`config.mk`:
```
export PLATFORM = sky130hd
export DESIGN_NAME = end_screen_fade_ctrl
export DESIGN_NICKNAME = d
export VERILOG_FILES = /design/src/rtl/end_screen_fade_ctrl.sv
export SDC_FILE = /design/constraint.sdc
export NUM_CORES = 1
export LEC_CHECK = 0
export CAP_MARGIN = 20
export CORE_UTILIZATION = 50
export DETAILED_ROUTE_END_ITERATION = 12
export PLACE_DENSITY_LB_ADDON = 0.12
export SETUP_SLACK_MARGIN = 0.02
export SKIP_CTS_REPAIR_TIMING = 1
export SLEW_MARGIN = 30
export SYNTH_ARGS = -nofsm -noshare
export SYNTH_HDL_FRONTEND = slang
export SYNTH_SLANG_ARGS = --single-unit
```
`constraint.sdc`:
```
create_clock -name clk -period 5.2 [get_ports clk]
set_clock_uncertainty 0.1 [all_clocks]
set_input_delay 1.3 -clock clk [delete_from_list [all_inputs] [get_ports clk]]
set_output_delay 1.3 -clock clk [all_outputs]
set_load 0.05 [all_outputs]
```
`src/rtl/end_screen_fade_ctrl.sv`:
```
// End-of-game screen sequencer: fade-in, hold, show-until-restart, fade-out, with a faded palette pixel path.
// Optional transparent key colour (palette index 0) enabled by defining TRANSPARENT_KEY_EN.
module end_screen_fade_ctrl #(
  parameter int unsigned FADE_STEP_FRAMES = 4,
  parameter int unsigned HOLD_FRAMES      = 180
) (
  input  logic       clk,
  input  logic       rst_n,
  input  logic       frame_tick,
  input  logic       game_over,
  input  logic       restart,
  input  logic       pix_valid,
  input  logic [3:0] pix_index,
  output logic [3:0] pal_index,
  input  logic [3:0] pal_red,
  input  logic [3:0] pal_green,
  input  logic [3:0] pal_blue,
  output logic [3:0] red,
  output logic [3:0] green,
  output logic [3:0] blue,
  output logic       rgb_valid,
  output logic       transparent,
  output logic       active,
  output logic [3:0] fade_level,
  output logic       done
);

  localparam int unsigned LVL_W  = 4;
  localparam int unsigned STEP_W = 8;
  localparam int unsigned HOLD_W = 10;

  localparam logic [LVL_W-1:0]  LVL_MAX   = LVL_W'(15);
  localparam logic [STEP_W-1:0] STEP_LAST = STEP_W'(FADE_STEP_FRAMES - 1);
  localparam logic [HOLD_W-1:0] HOLD_LAST = HOLD_W'(HOLD_FRAMES);

  typedef enum logic [2:0] {
    S_IDLE,
    S_FADE_IN,
    S_HOLD,
    S_SHOW,
    S_FADE_OUT,
    S_DONE
  } state_e;

  state_e            state_q, state_d;
  logic [LVL_W-1:0]  level_q, level_d;
  logic [STEP_W-1:0] step_q, step_d;
  logic [HOLD_W-1:0] hold_q, hold_d;
  logic              done_q, done_d;
  logic              active_q, active_d;

  logic              rgb_valid_q;
  logic              transparent_q;
  logic [3:0]        red_q, green_q, blue_q;

  // Upper nibble of channel * (level + 1); level 15 passes the colour through, level 0 blanks it.
  function automatic logic [3:0] scale_ch(input logic [3:0] c, input logic [7:0] m);
    logic [7:0] p;
    p = 8'(c) * m;
    return p[7:4];
  endfunction

  always_ff @(posedge clk or negedge rst_n) begin
    if (!rst_n) begin
      state_q  <= S_IDLE;
      level_q  <= '0;
      step_q   <= '0;
      hold_q   <= '0;
      done_q   <= 1'b0;
      active_q <= 1'b0;
    end else begin
      state_q  <= state_d;
      level_q  <= level_d;
      step_q   <= step_d;
      hold_q   <= hold_d;
      done_q   <= done_d;
      active_q <= active_d;
    end
  end

  always_comb begin
    state_d = state_q;
    level_d = level_q;
    step_d  = step_q;
    hold_d  = hold_q;
    done_d  = 1'b0;
    unique case (state_q)
      S_IDLE: begin
        if (game_over) begin
          state_d = S_FADE_IN;
          level_d = '0;
          step_d  = '0;
        end
      end
      S_FADE_IN: begin
        if (frame_tick) begin
          if (step_q == STEP_LAST) begin
            step_d = '0;
            if (level_q != LVL_MAX) level_d = level_q + LVL_W'(1);
            if (level_d == LVL_MAX) begin
              state_d = S_HOLD;
              hold_d  = '0;
            end
          end else begin
            step_d = step_q + STEP_W'(1);
          end
        end
      end
      S_HOLD: begin
        if (hold_q == HOLD_LAST) begin
          state_d = S_SHOW;
        end else if (frame_tick) begin
          hold_d = hold_q + HOLD_W'(1);
        end
      end
      S_SHOW: begin
        // A tick arriving with restart is dropped so fade-out starts from a clean step count.
        if (restart) begin
          state_d = S_FADE_OUT;
          step_d  = '0;
        end
      end
      S_FADE_OUT: begin
        if (frame_tick) begin
          if (step_q == STEP_LAST) begin
            step_d = '0;
            if (level_q != '0) level_d = level_q - LVL_W'(1);
            if (level_d == '0) begin
              state_d = S_DONE;
              done_d  = 1'b1;
            end
          end else begin
            step_d = step_q + STEP_W'(1);
          end
        end
      end
      S_DONE: begin
        if (!game_over) state_d = S_IDLE;
      end
      default: state_d = S_IDLE;
    endcase
    active_d = (state_d != S_IDLE) && (state_d != S_DONE);
  end

  logic       pix_vld_c;
  logic       key_c;
  logic [7:0] mult_c;

  assign pix_vld_c = pix_valid & active_q;
  assign mult_c    = 8'(level_q) + 8'd1;
`ifdef TRANSPARENT_KEY_EN
  assign key_c     = pix_vld_c & (pix_index == 4'd0);
`else
  assign key_c     = 1'b0;
`endif

  // One-cycle pixel stage: colour is forced to zero when invalid or keyed out.
  always_ff @(posedge clk or negedge rst_n) begin
    if (!rst_n) begin
      rgb_valid_q   <= 1'b0;
      transparent_q <= 1'b0;
      red_q         <= '0;
      green_q       <= '0;
      blue_q        <= '0;
    end else begin
      rgb_valid_q   <= pix_vld_c;
      transparent_q <= key_c;
      red_q         <= (pix_vld_c && !key_c) ? scale_ch(pal_red, mult_c)   : 4'd0;
      green_q       <= (pix_vld_c && !key_c) ? scale_ch(pal_green, mult_c) : 4'd0;
      blue_q        <= (pix_vld_c && !key_c) ? scale_ch(pal_blue, mult_c)  : 4'd0;
    end
  end

  assign pal_index   = pix_index;
  assign red         = red_q;
  assign green       = green_q;
  assign blue        = blue_q;
  assign rgb_valid   = rgb_valid_q;
  assign transparent = transparent_q;
  assign active      = active_q;
  assign fade_level  = level_q;
  assign done        = done_q;

endmodule

```
==> qor.yml, run 1 <==
status: "complete, no violations"
avgSynthCellArea_sq_um: 8.690
port_buffers: 36
synth-async-reset-ratio_pct: 100.0
post-route-period-util_pct: 80.81
dp_hpwl_um: 5592
fmaxAchievable_ghz: 0.2380
rsz0062_at_grt: "no"
synth_area_leaders: "dfrtp_1 (29%), ha_1 (12%), fa_1 (8.6%)"
wl_met2_um: 3728
syn-cell-area_sq_um: 3476
grt_overflow_total: 0
synth_fp_nets: 469
synth_warnings: 0
tightest_slew_ps: 613.2
io_pins: 46
yosys.area.top_type: "dfrtp_1"
place.gp.congestion: 0.8081
cp.required_ps: 5260
min_period_ps: 4202
core_sq_um: 6756
arrival_ps: 4270
final_core_util_pct: 58.33
path_max_fanout: 5
antenna_left: 0
r2r_cells: 15
firstDrtPassIters: 4
whs_path_depth: 1
cts_made_buffers: 5
wire_per_inst_um: 14.64
area_growth_syn_to_layout_pct: 13.39
timing.reg2reg.setup_slack_ps: 1130
synth.distinct_cells: 53
cts-root-buf: "clkbuf_8"
tns_ps: 0
placed_cells: 498
h-tree-depth: 2
timing.hold.ws_ps: 390.3
final_cells: 506
drc_errors: 0
timing.rr.end: "blue[3]"
synth_edf_count: 0
final_area_sq_um: 3941
seq_area_sq_um: 1001
layout-drive-gt1-share_pct: 3.991
final_hold_viol_count: 0
ys.flop_type: "dfrtp_1"
endpoint_kind: "register"
clock_latency_ps: 290
top_layer_used: "met4"
antenna_found_initial: 0
track_usage_pct: 22.13
synthesis.instances: 400
r2r-start: "fade_level[0]"
whs_endpoint: "step_q[7]"
via_per_inst: 5.658
drt-met1-wl_um: 3320
maxCapViolations: 0
cts_sinks: 40
antenna_cells: 0
multi_input_area_sq_um: 2255
drv_slew: 0
setup_viol: 0
dieHeight_um: 85.38
drtIter0Drc: 108
grt_max_degree: 41
dpl_cell_area_sq_um: 3846
clk_pin_slew_worst_paths_ps: 80
dieArea_sq_um: 7289
ys_seq_elements: 40
p_per_area_nw_per_um2: 432.7
grt_pass1_wl_um: 12910
vdd_drop_max_v: 0.0002597
clockBufferDepth: 2
die_w_um: 85.38
route.met3.wl_um: 195
finalNetCount: 494
rows: 30
worst_setup_path_start_kind: "primary input"
leakage_uw: 0.001841
cts_tree: "yes"
grt_pass1_vias: 2799
critical_path_class: "in2reg"
min_path_type: "reg2reg"
ys_seq_area_share_pct: 28.80
min_from: "step_q[7]"
relSlewSlack_pct: 59.12
via_count: 2863
nFillCells: 640
finalWirelength_um: 7406
initial_utilization_pct: 51.44
synthDominantCellAreaShare_pct: 28.80
Yosys cell counts (2+ instances only):
master,count
clkbuf_1,10
nand2_1,41
ha_1,32
fa_1,15
nand2b_1,6
nor2_1,24
dfrtp_1,40
a31oi_1,4
o31ai_1,5
o21a_1,2
xnor2_1,12
nor4_1,2
nand4b_1,3
nor3b_1,4
a211oi_1,2
and3_1,11
o211ai_1,2
xor2_1,7
nand3b_1,3
a21oi_1,16
nor2b_1,7
or3_1,3
nand3_1,16
o21ai_0,21
inv_1,29
o21bai_1,3
and2_1,27
or2_1,2
o2111ai_1,2
buf_4,6
buf_2,5
nor3_1,8
nand4_1,7
o22ai_1,4
critical path, cell delays in order:
cell and delay (ps):
clkdlybuf4s50_1 480, and2_1 190, fa_1 530, inv_1 50, fa_1 530, inv_1 40
ha_1 340, nand4b_1 120, o2111ai_1 330, a21oi_1 130, xnor2_1 160, nor2_1 50
cell type report:
type / instances / share of cell area [%]
well taps: 80 / 2.540
inverters: 30 / 2.857
multi-input cells: 309 / 57.21
repair buffers: 39 / 9.651
flip-flops and latches: 40 / 25.40
clock buffers: 6 / 2.095
clock inverters: 2 / 0.2540
placed cells by master (no fill, tap or decap), types with 8 or more instances in the layout:
cell and instances:
nor2_1 24, clkdlybuf4s50_1 35, dfrtp_1 40, nor3_1 8
and3_1 11, a21oi_1 16, xnor2_1 12, and2_1 27
ha_1 32, fa_1 15, nand2_1 41, nand3_1 16
o21ai_0 21, inv_1 29
stage by stage:
stage | total power (uW) | setup WS (ps)
after CTS | 1720 | 995.6
final | 1705 | 997.9
after detailed placement | 1492 | 688.0
after global routing | 1866 | 848.5
after floorplan | 1227 | 956.0
after global placement | 1451 | 813.5
power breakdown:
part / switching, uW / total, uW / internal [uW]
logic: 635 / 1050 / 414
registers: 74.8 / 438 / 363
clock network: 113 / 219 / 106
registers in the layout (all words and copies together), names as in the netlist:
signal and count:
red 4, rgb_valid 1, fade_level 4, step_q 8, hold_q 10, done 1
green 4, blue 4, active 1, state_q 3
worst max path at each step:
| stage | from | endpoint | slack, ps | depth (start not counted) |
|---|---|---|---|---|
| floorplan | fade_level[0] | green[3] | 960 | 16 |
| global placement | pal_green[3] | green[3] | 810 | 12 |
| detailed placement | pal_blue[3] | blue[3] | 690 | 12 |
| CTS | pal_blue[3] | blue[3] | 1000 | 12 |
| global route | pal_blue[3] | blue[3] | 850 | 12 |
| finish | pal_blue[3] | blue[3] | 1000 | 12 |
cells by family (layout without fill, tap and decap cells):
family | Yosys count | after routing | share of synthesized area [%]
AOI/OAI and AO/OA | 68 | 68 | 11.99
xor gates and xnor gates | 19 | 19 | 4.788
adders and majority gates | 47 | 47 | 20.16
buffers and inverters | 51 | 77 | 6.335
DFF | 40 | 40 | 28.80
muxes | 2 | 2 | 0.6119
other | 1 | 1 | 0.1079
and+or+nand+nor | 172 | 172 | 27.21
routing by layer:
metal	GRT usage, %	vias up
met5	0	-
met4	7.273	0
met3	3.210	13
met2	38.49	55
met1	28.39	1368
li1	-	1427
Note: power is estimated with default switching activity, not from simulation.
==> run 2, diff against run 1 <==
- clock period: 5.2 -> 3.9 ns (I/O delays scaled with it)
==> qor.yml, run 2 (synthesized netlist as in run 1, its figures left out) <==
cts_tree: "yes"
cts_made_buffers: 5  # unchanged
relSlewSlack_pct: 61.91  # +2.8 points
p_per_area_nw_per_um2: 584.0  # +35%
pre_cts_ws_ps: -123.0  # -811.0 ps
p_seq_share_pct: 24.0  # -1.7 points
io_pins: 46  # unchanged
setup_slack_ps: 226.1  # -771.8 ps
switching_share_pct: 46.10  # -2.1 points
place.gp.congestion: 0.8347  # +3.3%
cts_sinks: 40  # unchanged
track_usage_pct: 20.81  # -1.3 points
top_register: "hold_q"
pwr-share-comb_pct: 64.6  # +3.1 points
h-tree-depth: 2  # unchanged
tns_ps: 0  # unchanged
final_cell_mix: "nand2_1 (41), dfrtp_1 (39), clkdlybuf4s50_1 (34), ha_1 (30), inv_1 (28)"
grt_pass1_vias: 2678  # -4.3%
dieHeight_um: 85.38  # unchanged
finalWirelength_um: 7195  # -2.8%
post-route-period-util_pct: 94.20
antenna_found_initial: 0  # unchanged
via_count: 2922  # +2.1%
final_cells: 526  # +4.0%
final_hold_viol_count: 0  # unchanged
final_core_util_pct: 61.00  # +2.7 points
finalNetCount: 514  # +4.0%
arrival_ps: 3740  # -530 ps
layout-drive-gt1-share_pct: 8.744  # +4.8 points
dpl_cell_area_sq_um: 4035  # +4.9%
worst_setup_path_start_kind: "primary input"
antenna_cells: 0  # unchanged
dieArea_sq_um: 7289  # unchanged
grt_overflow_total: 0  # unchanged
rows: 30  # unchanged
cts-root-buf: "clkbuf_8"
clk_pin_slew_worst_paths_ps: 80  # about the same
drc_errors: 0  # unchanged
area_growth_syn_to_layout_pct: 18.57
placed_cells: 518  # +4.0%
via_per_inst: 5.555  # -1.8%
setup_viol: 0  # unchanged
top_regs: "hold_q (10), step_q (8)"
final_area_sq_um: 4121  # +4.6%
grt_max_degree: 41  # unchanged
rsz0062_at_grt: "no"
fmaxAchievable_ghz: 0.2722
antenna_left: 0  # unchanged
nFillCells: 607  # -5.2%
layout_commonest_cell: "nand2_1"
grt_pass1_wl_um: 12300  # -4.7%
vdd_drop_max_v: 0.0002933  # +13%
port_buffers: 36  # unchanged
clockBufferDepth: 2  # unchanged
critical_path_class: "in2reg"
min_path_type: "reg2reg"
endpoint_kind: "register"
switching_power_uw: 1110  # +35%
wire_per_inst_um: 13.68  # -6.5%
p_int_uw: 1297  # +47%
core_sq_um: 6756  # unchanged
cp.required_ps: 3960  # -1300 ps
clock_latency_ps: 290  # about the same
tightest_slew_ps: 571.3  # -41.87 ps
dp_hpwl_um: 5454  # -2.5%
firstDrtPassIters: 4  # unchanged
drv_slew: 0  # unchanged
min_period_ps: 3674
largest_reg_flops: 10  # unchanged
path_max_fanout: 3  # -2
leakage_uw: 0.001943  # +5.6%
die_w_um: 85.38  # unchanged
initial_utilization_pct: 51.44  # unchanged
maxCapViolations: 0  # unchanged
drtIter0Drc: 155  # +44%
status: "complete, no violations"
clock_power_share_pct: 11.4  # -1.5 points
[run 2: changes by cell type in the layout (fill, tap and decap cells not counted), moves of 2 or more]
| cell | before | now |
|---|---|---|
| buf_4 | 4 | 23 |
| clkbuf_1 | 0 | 2 |
| ha_4 | 0 | 2 |
| ha_1 | 32 | 30 |
[run 2: per-stage QoR]
step	total power, uW	hold slack (ps)
after floorplan	1713	349.1
after global placement	2109	375.2
after detailed placement	2152	379.8
after CTS	2441	393.0
after global routing	2657	407.0
final	2407	389.8
[run 2: worst max-delay path, cell delays in order]
cell	delay [ps]
clkdlybuf4s50_1	450
and2_1	170
fa_1	530
inv_1	50
fa_1	530
inv_1	50
ha_1	300
nand4b_1	100
o2111ai_1	250
a21oi_1	120
xnor2_1	160
nor2_1	50
[run 2: cell type report]
cell class	instances	area (sq um)	area share [%]
Multi-Input combinational cell	309	2280	55.31
Sequential cell	40	1002	24.32
Timing Repair Buffer	59	545.5	13.24
Inverter	30	112.6	2.732
Tap cell	80	100.1	2.429
Clock buffer	7	76.32	1.852
Clock inverter	1	5.005	0.1214
[run 2: path summary, 6_finish.rpt]
kind	from	endpoint	slack, ps	depth (start not counted)
min	step_q[7]	step_q[7]	390	1
min in group asynchronous	rst_n	hold_q[8]	560	1
max	pal_blue[3]	blue[3]	230	12
min reg2reg	step_q[7]	step_q[7]	390	1
max in group asynchronous	rst_n	fade_level[0]	2750	1
max reg2reg	fade_level[0]	blue[3]	250	14
[run 2: per-layer routing]
metal | up-vias | part of all wire [%] | track usage [%]
li1 | 1460 | - | -
met1 | 1400 | 47 | 27.79
met2 | 56 | 49 | 35.78
met3 | 6 | 3.1 | 2.724
met4 | 0 | 1.0 | 5.303
met5 | - | 0 | 0
[run 2: power by group through the flow]
stage / Clock [uW] / Sequential (uW) / Combinational [uW]
after floorplan: 0 / 685 / 1030
after global placement: 0 / 583 / 1530
after detailed placement: 0 / 582 / 1570
after CTS: 286 / 576 / 1580
after global routing: 298 / 591 / 1770
final: 274 / 578 / 1560
